--- src/rtl/mdu_iter.sv ---
// mdu_iter: iterative RV64M/RV32M multiply/divide unit with valid/ready handshake and tag passthrough.
// Optional MDU_EARLY_OUT_EN: divide-by-zero, signed overflow and multiply-by-zero finish at accept.
module mdu_iter #(
    parameter int XLEN  = 64,
    parameter int TAG_W = 5
) (
    input  logic             clk,
    input  logic             reset,
    input  logic             in_valid,
    output logic             in_ready,
    input  logic [3:0]       in_op,
    input  logic [XLEN-1:0]  in_a,
    input  logic [XLEN-1:0]  in_b,
    input  logic [TAG_W-1:0] in_tag,
    input  logic             flush,
    output logic             out_valid,
    input  logic             out_ready,
    output logic [XLEN-1:0]  out_result,
    output logic [TAG_W-1:0] out_tag,
    output logic             busy
);
    localparam int CW = $clog2(XLEN + 1);
    localparam int SH = XLEN - 32;

    typedef enum logic [1:0] {IDLE, CALC, DONE} state_t;

    state_t          state;
    logic [CW-1:0]   cnt;
    logic [XLEN-1:0] q, d, r;
    logic            k_mul, k_rem, k_w, neg_q, neg_r;

    function automatic logic [XLEN-1:0] sx(input logic [XLEN-1:0] v);
        logic signed [XLEN-1:0] t;
        t = v << SH;
        return t >>> SH;
    endfunction

    function automatic logic [XLEN-1:0] zx(input logic [XLEN-1:0] v);
        return (v << SH) >> SH;
    endfunction

    logic            op_mul, op_div, op_rem, op_sgn, op_w, op_zx, op_ok, na, nb, div0;
    logic [XLEN-1:0] ea, eb, ma, mb;

    always_comb begin
        op_mul = in_op == 4'd1 || in_op == 4'd6;
        op_div = in_op == 4'd2 || in_op == 4'd3 || in_op == 4'd7 || in_op == 4'd8;
        op_rem = in_op == 4'd4 || in_op == 4'd5 || in_op == 4'd9 || in_op == 4'd10;
        op_sgn = in_op == 4'd2 || in_op == 4'd4 || in_op == 4'd7 || in_op == 4'd9;
        op_w   = in_op >= 4'd6 && in_op <= 4'd10;
        op_zx  = in_op == 4'd8 || in_op == 4'd10;
        op_ok  = op_mul || op_div || op_rem;
        ea     = op_w ? (op_zx ? zx(in_a) : sx(in_a)) : in_a;
        eb     = op_w ? (op_zx ? zx(in_b) : sx(in_b)) : in_b;
        na     = op_sgn && ea[XLEN-1];
        nb     = op_sgn && eb[XLEN-1];
        ma     = na ? -ea : ea;
        mb     = nb ? -eb : eb;
        div0   = eb == '0;
    end

`ifdef MDU_EARLY_OUT_EN
    logic            ovf, early;
    logic [XLEN-1:0] early_res;
    assign ovf       = op_sgn && eb == '1 &&
                       ea == (op_w ? sx(XLEN'(32'h8000_0000)) : {1'b1, {(XLEN-1){1'b0}}});
    assign early     = op_mul ? (ea == '0 || eb == '0) : (op_div || op_rem) && (div0 || ovf);
    assign early_res = op_mul ? '0 : div0 ? (op_rem ? ea : '1) : (op_rem ? '0 : ea);
`else
    logic            early;
    logic [XLEN-1:0] early_res;
    assign early     = 1'b0;
    assign early_res = '0;
`endif

    // One radix-2 step: shift-add for multiply, restoring subtract for divide.
    logic [XLEN:0]   rs, rt;
    logic            ge;
    logic [XLEN-1:0] q_n, d_n, r_n, raw, res;

    always_comb begin
        rs  = {r, q[XLEN-1]};
        rt  = rs - {1'b0, d};
        ge  = !rt[XLEN];
        q_n = k_mul ? q >> 1 : {q[XLEN-2:0], ge};
        d_n = k_mul ? d << 1 : d;
        r_n = k_mul ? r + (q[0] ? d : '0) : (ge ? rt[XLEN-1:0] : rs[XLEN-1:0]);
        raw = k_mul ? r_n : k_rem ? (neg_r ? -r_n : r_n) : (neg_q ? -q_n : q_n);
        res = k_w ? sx(raw) : raw;
    end

    assign in_ready = state == IDLE;
    assign busy     = state != IDLE;

    always_ff @(posedge clk) begin
        if (reset) begin
            state      <= IDLE;
            out_valid  <= 1'b0;
            out_result <= '0;
            out_tag    <= '0;
            cnt        <= '0;
            q          <= '0;
            d          <= '0;
            r          <= '0;
            k_mul      <= 1'b0;
            k_rem      <= 1'b0;
            k_w        <= 1'b0;
            neg_q      <= 1'b0;
            neg_r      <= 1'b0;
        end else if (flush) begin
            state     <= IDLE;
            out_valid <= 1'b0;
        end else begin
            case (state)
                IDLE: if (in_valid) begin
                    out_tag <= in_tag;
                    k_mul   <= op_mul;
                    k_rem   <= op_rem;
                    k_w     <= op_w;
                    neg_q   <= (na ^ nb) && !div0;
                    neg_r   <= na;
                    // W dividends are left-aligned so 32 iterations consume all their bits
                    q       <= op_mul ? eb : ma << (op_w ? SH : 0);
                    d       <= op_mul ? ea : mb;
                    r       <= '0;
                    cnt     <= op_w ? CW'(32) : CW'(XLEN);
                    if (!op_ok || early) begin
                        state      <= DONE;
                        out_valid  <= 1'b1;
                        out_result <= op_ok ? (op_w ? sx(early_res) : early_res) : '0;
                    end else begin
                        state <= CALC;
                    end
                end
                CALC: begin
                    q   <= q_n;
                    d   <= d_n;
                    r   <= r_n;
                    cnt <= cnt - CW'(1);
                    if (cnt == CW'(1)) begin
                        state      <= DONE;
                        out_valid  <= 1'b1;
                        out_result <= res;
                    end
                end
                DONE: if (out_ready) begin
                    state     <= IDLE;
                    out_valid <= 1'b0;
                end
                default: state <= IDLE;
            endcase
        end
    end
endmodule

--- config.mk ---
export PLATFORM = sky130hd
export DESIGN_NAME = mdu_iter
export DESIGN_NICKNAME = d
export VERILOG_FILES = /design/src/rtl/mdu_iter.sv
export SDC_FILE = /design/constraint.sdc
export NUM_CORES = 2
export LEC_CHECK = 0
export BUFFER_PORTS_ARGS = -buffer_cell sky130_fd_sc_hd__clkbuf_2
export CORE_ASPECT_RATIO = 0.7
export CORE_MARGIN = 4
export CORE_UTILIZATION = 57
export CTS_CLUSTER_SIZE = 25
export DETAILED_ROUTE_END_ITERATION = 10
export PLACE_DENSITY = 0.9
export SLEW_MARGIN = 20
export SYNTH_ARGS = -nofsm -noshare
export SYNTH_HDL_FRONTEND = slang
export SYNTH_SLANG_ARGS = --single-unit
--- constraint.sdc ---
create_clock -name clk -period 5.5 [get_ports clk]
set_input_delay 0.55 -clock clk [delete_from_list [all_inputs] [get_ports clk]]
set_output_delay 0.55 -clock clk [all_outputs]
set_load 0.1 [all_outputs]
==> Word-level counts from Yosys, hierarchy flattened <==
Cells that the tools add are included.
{ "word_totals": {"wordCells": 116, "in_bits": 142, "reg_bits": 276} }
{ "classes": {"order_cmp": 2, "n_mux": 42, "reduce_logical": 31, "shifts": 1, "n_addsub": 7, "bitwise": 2, "eq_ne": 18} }
{ "op_table": {"columns": ["op", "count"], "rows": [
  ["64-bit 2-to-1 mux", 24],
  ["64-bit case mux with 2 select lines", 4],
  ["64-bit negator", 4],
  ["65-bit by 64-bit subtractor with 65-bit output", 1],
  ["64-bit adder", 1],
  ["64-bit logical NOT", 1],
  ["64-bit by 6-bit << shifter with 64-bit output", 1],
  ["4-bit by 3-bit equality test with 1-bit output, second input constant", 4],
  ["7-bit 2-to-1 mux", 2],
  ["7-bit case mux with 2 select lines", 1],
  ["1-bit logical OR", 13],
  ["4-bit equality test, second input constant", 3],
  ["2-bit != test, second input constant", 5],
  ["5-bit AND reduction", 2],
  ["3-bit AND reduction", 3],
  ["4-bit by 2-bit equality test with 1-bit output, second input constant", 2],
  ["2-bit 2-to-1 mux", 4],
  ["7-bit by 1-bit equality test with 1-bit output, second input constant", 1],
  ["7-bit by 1-bit subtractor with 7-bit output, second input constant", 1],
  ["6-bit 2-to-1 mux", 1],
  ["2-bit case mux with 3 select lines", 1],
  ["4-bit by 1-bit equality test with 1-bit output, second input constant", 1],
  ["4-bit by 3-bit greater-or-equal comparator with 1-bit output, second input constant", 1],
  ["4-bit less-or-equal comparator, second input constant", 1],
  ["13 further kinds", 21]
]} }

==> Longest topological paths before layout <==
{ "depth": {"depth_word": 10, "ltp_mapped": 32, "ltp_nobuf": 27} }

==> Worst setup path before layout <==
Ideal clock, no wire load.
{ "synth_path": {"path_type": "register to register", "start": "register q[63]", "end": "register out_result[58]", "t_arrival_ns": 5.983, "period_less_slack_ns": 6.101, "required_time_ns": 5.381, "path_stages_with_launch": 32, "n_path_buf": 5, "slack_ns": -0.601, "cell_sequence": "dfxtp_1 inv_1 ha_1 fa_1 nand2b_1 a21oi_1 o21ai_0 a21oi_1 o2111ai_4 a311o_1 buf_4 nand3_4 buf_6 buf_4 buf_2 buf_2 nor2_1 a21oi_1 ha_1 o21ai_0 nor2_1 nand3_1 or3_1 or2_2 inv_1 nand3_1 or2_2 o21ai_0 xor2_1 a221oi_1 o21ai_1 a32o_1"} }
{ "synth_between": {"elab_chain_len": 10} }
{ "synth_rtl": {"columns": ["element", "line_no", "source"], "rows": [
  ["start: declaration", "29", "logic [XLEN-1:0] q, d, r;"],
  ["start signal: assignment", "123", "q <= op_mul ? eb : ma << (op_w ? SH : 0);"],
  ["start signal: assignment", "136", "q <= q_n;"],
  ["65-bit by 64-bit subtractor with 65-bit output", "83", "rt = rs - {1'b0, d};"],
  ["64-bit 2-to-1 mux / 1-bit logical NOT (equally long branches)", "87, 84", null],
  ["64-bit 2-to-1 mux, on equally long branches", "87, 85", null],
  ["64-bit negator", "88", "raw = k_mul ? r_n : k_rem ? (neg_r ? -r_n : r_n) : (neg_q ? -q_n : q_n);"],
  ["64-bit 2-to-1 mux (2 in series)", "88", null],
  ["64-bit 2-to-1 mux *", "88", null],
  ["64-bit 2-to-1 mux *", "89", "res = k_w ? sx(raw) : raw;"],
  ["64-bit 2-to-1 mux *", "140", "if (cnt == CW'(1)) begin"],
  ["64-bit case mux with 2 select lines *", "114", "case (state)"],
  ["end signal: assignment", "130", "out_result <= op_ok ? (op_w ? sx(early_res) : early_res) : '0;"],
  ["end signal: assignment", "143", "out_result <= res;"],
  ["end: declaration", "18", "output logic [XLEN-1:0] out_result,"]
]} }
Mark *: on every way between the ends. The rest lies on a longest branch, timed or not. The select of a mux whose other input is x is not followed.
A chain may end at the register's enable or synchronous reset.

==> Worst setup path after layout <==
{ "layout_path": {"start": "register q[0]", "end": "register out_result[50]"} }
{ "layout_between": {"elab_chain_len": 10} }
{ "layout_rtl": {"columns": ["element", "line_no", "source"], "rows": [
  ["64-bit 2-to-1 mux", "87", "r_n = k_mul ? r + (q[0] ? d : '0) : (ge ? rt[XLEN-1:0] : rs[XLEN-1:0]);"],
  ["64-bit adder", "87", null],
  ["64-bit 2-to-1 mux", "87", null],
  ["64-bit negator", "88", null],
  ["64-bit 2-to-1 mux (2 in series)", "88", null],
  ["64-bit 2-to-1 mux *", "88", null],
  ["64-bit 2-to-1 mux *", "89", null],
  ["64-bit 2-to-1 mux *", "140", null],
  ["64-bit case mux with 2 select lines *", "114", null]
]} }
Marks and branches as above.

==> run_results.csv <==
group,metric,value,unit
status,outcome,"completed",
sta,finalSetupViolations,0,
worst_setup_path,max_stage_delay,0.43,ns
cts,cts_sinks,276,
global_route,antenna_found_initial,6,
floorplan,die-area,57180,um2
synth,synth_area,30420,um2
sta,relSlewSlack,0.2070,
worst_setup_path,path_max_fanout,16,
worst_setup_path,reg2regPathDepth,24,
placed_design,post-place-cells,5293,
min_path,min_path_type,"in2reg",
synth,async_reset_ff_frac,0,
sta,setup_ws,0.08449,ns
sta,fin_crit,5.416,ns
global_route,grt_pass1_vias,33553,
synth,synthAdderAreaFrac,0.05603,
worst_setup_path,crit_family,"compound AO/OA/AOI/OAI gates",
final_layout,syn2layout_area_growth,17.34,%
sta,rsz0062_at_grt,"yes",
final_layout,finalNonFillerCells,5358,
worst_setup_path,worstPathRequired,6.00,ns
worst_setup_path,rr_startpoint,"q[0]",
worst_setup_path,cp.arrival,5.91,ns
sta,period_share,0.9846,
final_layout,final_nets,4928,
cts,cts.htree.levels,1,
synth,synth_area_leader_cell,"dfxtp_1",
routing,drtAntennaViolNets,0,
placed_design,place_hpwl,109300,um
synth,synth_top_family_by_area,"compound AO/OA/AOI/OAI gates",
global_route,overflow,0,
synth,synthCells,4338,
cts,root_buffer,"clkbuf_16",
worst_setup_path,slowest_stage,"fa_1",
cts,cts_made_buffers,28,
pwr,p_total,6700,uW
routing,vias,37736,
synth,synth_top_area_share,0.1817,
worst_setup_path,startpoint_type,"register",
final_layout,final_area,35690,um2
placed_design,place_ws,-0.07329,ns
routing,routed_via_density,7.043,
placed_design,gp_congestion,1.091,
worst_setup_path,cp.buffers_inverters,5,
worst_setup_path,rr_endpoint,"out_result[50]",
worst_setup_path,worstSetupPathType,"reg2reg",
min_path,min_delay_worst_endpoint,"out_tag[0]",
floorplan,die_w,284.1,um
sta,fin_hold_ws,0.1680,ns
pwr,power_density,187.7,nW/um2
sta,worstMarginPinSlew,1.182,ns
synth,synth.lib_cells_used.distinct,100,
floorplan,core_area,52460,um2
synth,synth_xor_area_frac,0.09071,
run,max-cap-violations,0,
synth,synth-edff-count,0,
synth,synthMuxAreaShare,0.02974,
placed_design,port_buffers,213,
cts,clock_path_buffers,3,
sta,report.final.slew_viol_count,0,
pwr,irDropWorstVdd,0.2081,mV
synth,ys_seq_area_frac,0.1817,
sta,clock.fmax,184.7,MHz
routing,drc_errors,0,
routing,wl_per_cell,26.49,um
synth,syn_nets,4615,
min_path,whs_path_depth,3,
global_route,grt_pass1_wl,210200,um
synth,dominantRegCellSynth,"dfxtp_1",
floorplan,floorplan.die.height,201.3,um
global_route,grt_max_degree,130,
min_path,min-delay-start,"in_tag[0]",
cts,cts_tree,"yes",
pwr,p_leak,0.01453,uW
routing,drt-total-wl,141900,um
cts,cts_hold_buf,0,
synth,synth_seq_cells,276,
worst_setup_path,crit_path_end_kind,"register",
sta,finalClockSkew,0.02848,ns
worst_setup_path,critical_path.most_common_cell,"buf_4",
cts,clock_latency,0.60,ns
worst_setup_path,r2r_slack,0.08,ns
placed_design,dpl_cell_area,34230,um2
final_layout,drive_gt1_frac,0.1794,
routing,drtIter0Drc,6276,
floorplan,ios,214,
synth,synth_area_per_cell,7.011,um2
sta,hold_viol_final,0,
final_layout,fillers,4700,
cts,clkSlewWorstSetupHoldPaths,0.07,ns
floorplan,initial_core_util,0.5798,
worst_setup_path,crit_path_cell_trace,"buf_12, and2_1, ha_1, fa_1, nand3_1, a21oi_2, o21ai_0, buf_4, buf_4, o21bai_1, a31oi_1, xnor2_1, nand2_1, o311a_1, nor4b_1, buf_4, and2_1, nand4_1, buf_4, or3_4, o31ai_4, xor2_2, a21oi_1, o21a_1",
synth,synth_compound_area_frac,0.3496,
synth,yosysWarningCount,0,
global_route,track_usage,0.4656,
floorplan,rows,70,
synth,netlist_top_cells_area,"dfxtp_1 18%, a211oi_1 6.9%, a21oi_1 6.5%, nor2_1 6.0%, ha_1 5.5%",
synth,synthSimpleGateAreaFrac,0.2346,
routing,dr.pass1.iters,10,
==> state kept, by name (all words and copies together), names as in the netlist <==
| name | count |
|---|---|
| d | 64 |
| out_result | 64 |
| state | 2 |
| k_mul | 1 |
| r | 64 |
| neg_q | 1 |
| out_tag | 5 |
| cnt | 7 |
| q | 64 |
| k_w | 1 |
| out_valid | 1 |
| neg_r | 1 |
| k_rem | 1 |
==> placed cells by master (no fill, tap or decap), types with 15 or more instances in the layout <==
cell type / synthesis / layout
nor2_1: 483 / 475
nand2_1: 403 / 403
buf_4: 2 / 385
a21oi_1: 392 / 381
o21ai_0: 292 / 274
a211oi_1: 281 / 274
dfxtp_1: 276 / 270
clkbuf_2: 1 / 212
xnor2_1: 184 / 184
xor2_1: 131 / 130
ha_1: 133 / 126
inv_1: 121 / 120
nor3_1: 125 / 118
and2_1: 84 / 84
a21o_1: 72 / 72
nand3_1: 67 / 65
a22oi_1: 65 / 65
mux2i_1: 60 / 59
nand4_1: 57 / 57
a221oi_1: 55 / 55
o31ai_1: 47 / 43
or3_1: 41 / 39
nand2b_1: 38 / 34
o211ai_1: 32 / 32
nor4_1: 35 / 32
a2111oi_0: 36 / 31
o21a_1: 29 / 29
clkbuf_16: 0 / 29
and3_1: 28 / 28
o21ai_1: 15 / 27
mux2_2: 26 / 26
or2_2: 27 / 25
a31oi_1: 26 / 24
or4_1: 20 / 19
o311ai_1: 9 / 18
o21bai_1: 20 / 18
a311oi_1: 17 / 17
o41ai_1: 18 / 17
o311a_1: 15 / 15
o311ai_0: 24 / 15
==> worst max-delay path by stage <==
stage | from | to | slack, ns | cells after the start
global placement | q[0] | out_result[50] | -0.15 | 23
global route | q[0] | out_result[57] | -0.08 | 23
floorplan | d[43] | out_result[58] | 0.05 | 30
detailed placement | q[0] | out_result[50] | -0.07 | 23
finish | q[0] | out_result[50] | 0.08 | 24
CTS | d[51] | out_result[50] | 0.005 | 20
==> synthesized netlist by cell type, drive strengths merged, types with 22 or more instances <==
library cell,n
xnor2,184
xor2,131
buf,62
nor4,40
nand4,58
a21o,72
a221oi,55
and2,90
o41ai,22
nand2,403
a21oi,393
nand3,68
a31oi,26
clkbuf,265
nor2,483
a2111oi,38
nand2b,38
ha,133
o21a,29
inv,121
a211oi,281
mux2i,60
o21ai,307
o31ai,47
a22oi,66
dfxtp,276
o311ai,34
or3,42
or2,28
o211ai,33
and3,28
mux2,27
nor3,128
==> worst min-delay path: cells and delay by family <==
kind / cells / cell delay, ns
and+or+nand+nor: 1 / 0.04
buffers and inverters: 1 / 0.08
AOI/OAI and AO/OA: 1 / 0.05
==> metal layers <==
layer	wire, um	vias up	share of wire	GRT usage
li1	-	16799	-	-
met1	57110	17656	0.40	0.6555
met2	54840	2842	0.39	0.6335
met3	20640	433	0.15	0.1447
met4	9267	6	0.065	0.2379
met5	68	-	0.00048	0
==> cells by family (layout without fill, tap and decap cells) <==
| kind of cell | after synthesis | count (layout) |
|---|---|---|
| adder cells (fa/ha/maj) | 135 | 135 |
| multiplexers | 87 | 87 |
| AND/OR/NAND/NOR | 1493 | 1493 |
| XOR/XNOR | 315 | 315 |
| other | 0 | 3 |
| flip-flops | 276 | 276 |
| AO/OA/AOI/OAI | 1583 | 1583 |
| buffers and inverters | 449 | 782 |
==> where the power goes <==
| part | switching (uW) | internal (uW) |
|---|---|---|
| Combinational | 1610 | 812 |
| Sequential | 84.9 | 2080 |
| Clock | 916 | 1190 |
==> timing repair <==
item,4_1_cts,5_1_grt
pin swaps,6,29
setup buffers,4,8
resized for setup,9,100
endpoints found under the setup margin,10,38
==> metrics by stage <==
| stage | util | setup TNS, ns |
|---|---|---|
| 2_1_floorplan | - | 0 |
| 3_3_place_gp | 0.6524 | -0.1571 |
| 3_5_place_dp | 0.6524 | -0.1271 |
| 4_1_cts | 0.6719 | 0 |
| 5_1_grt | 0.6802 | -0.3117 |
| 6_report | 0.6803 | 0 |
==> layout make-up <==
cell class                 count  area, um2  share of cell area
antenna                        3      7.507           0.0002103
clock buffer                  42      844.6             0.02366
clock inverter                 8      118.9            0.003330
inverter                     122      457.9             0.01283
multi-input combinational   3613      23670              0.6632
sequential                   276       5535              0.1551
tap                          684      855.8             0.02398
timing repair buffer         610       4202              0.1177
No activity file was read; power rests on OpenSTA's default activity.
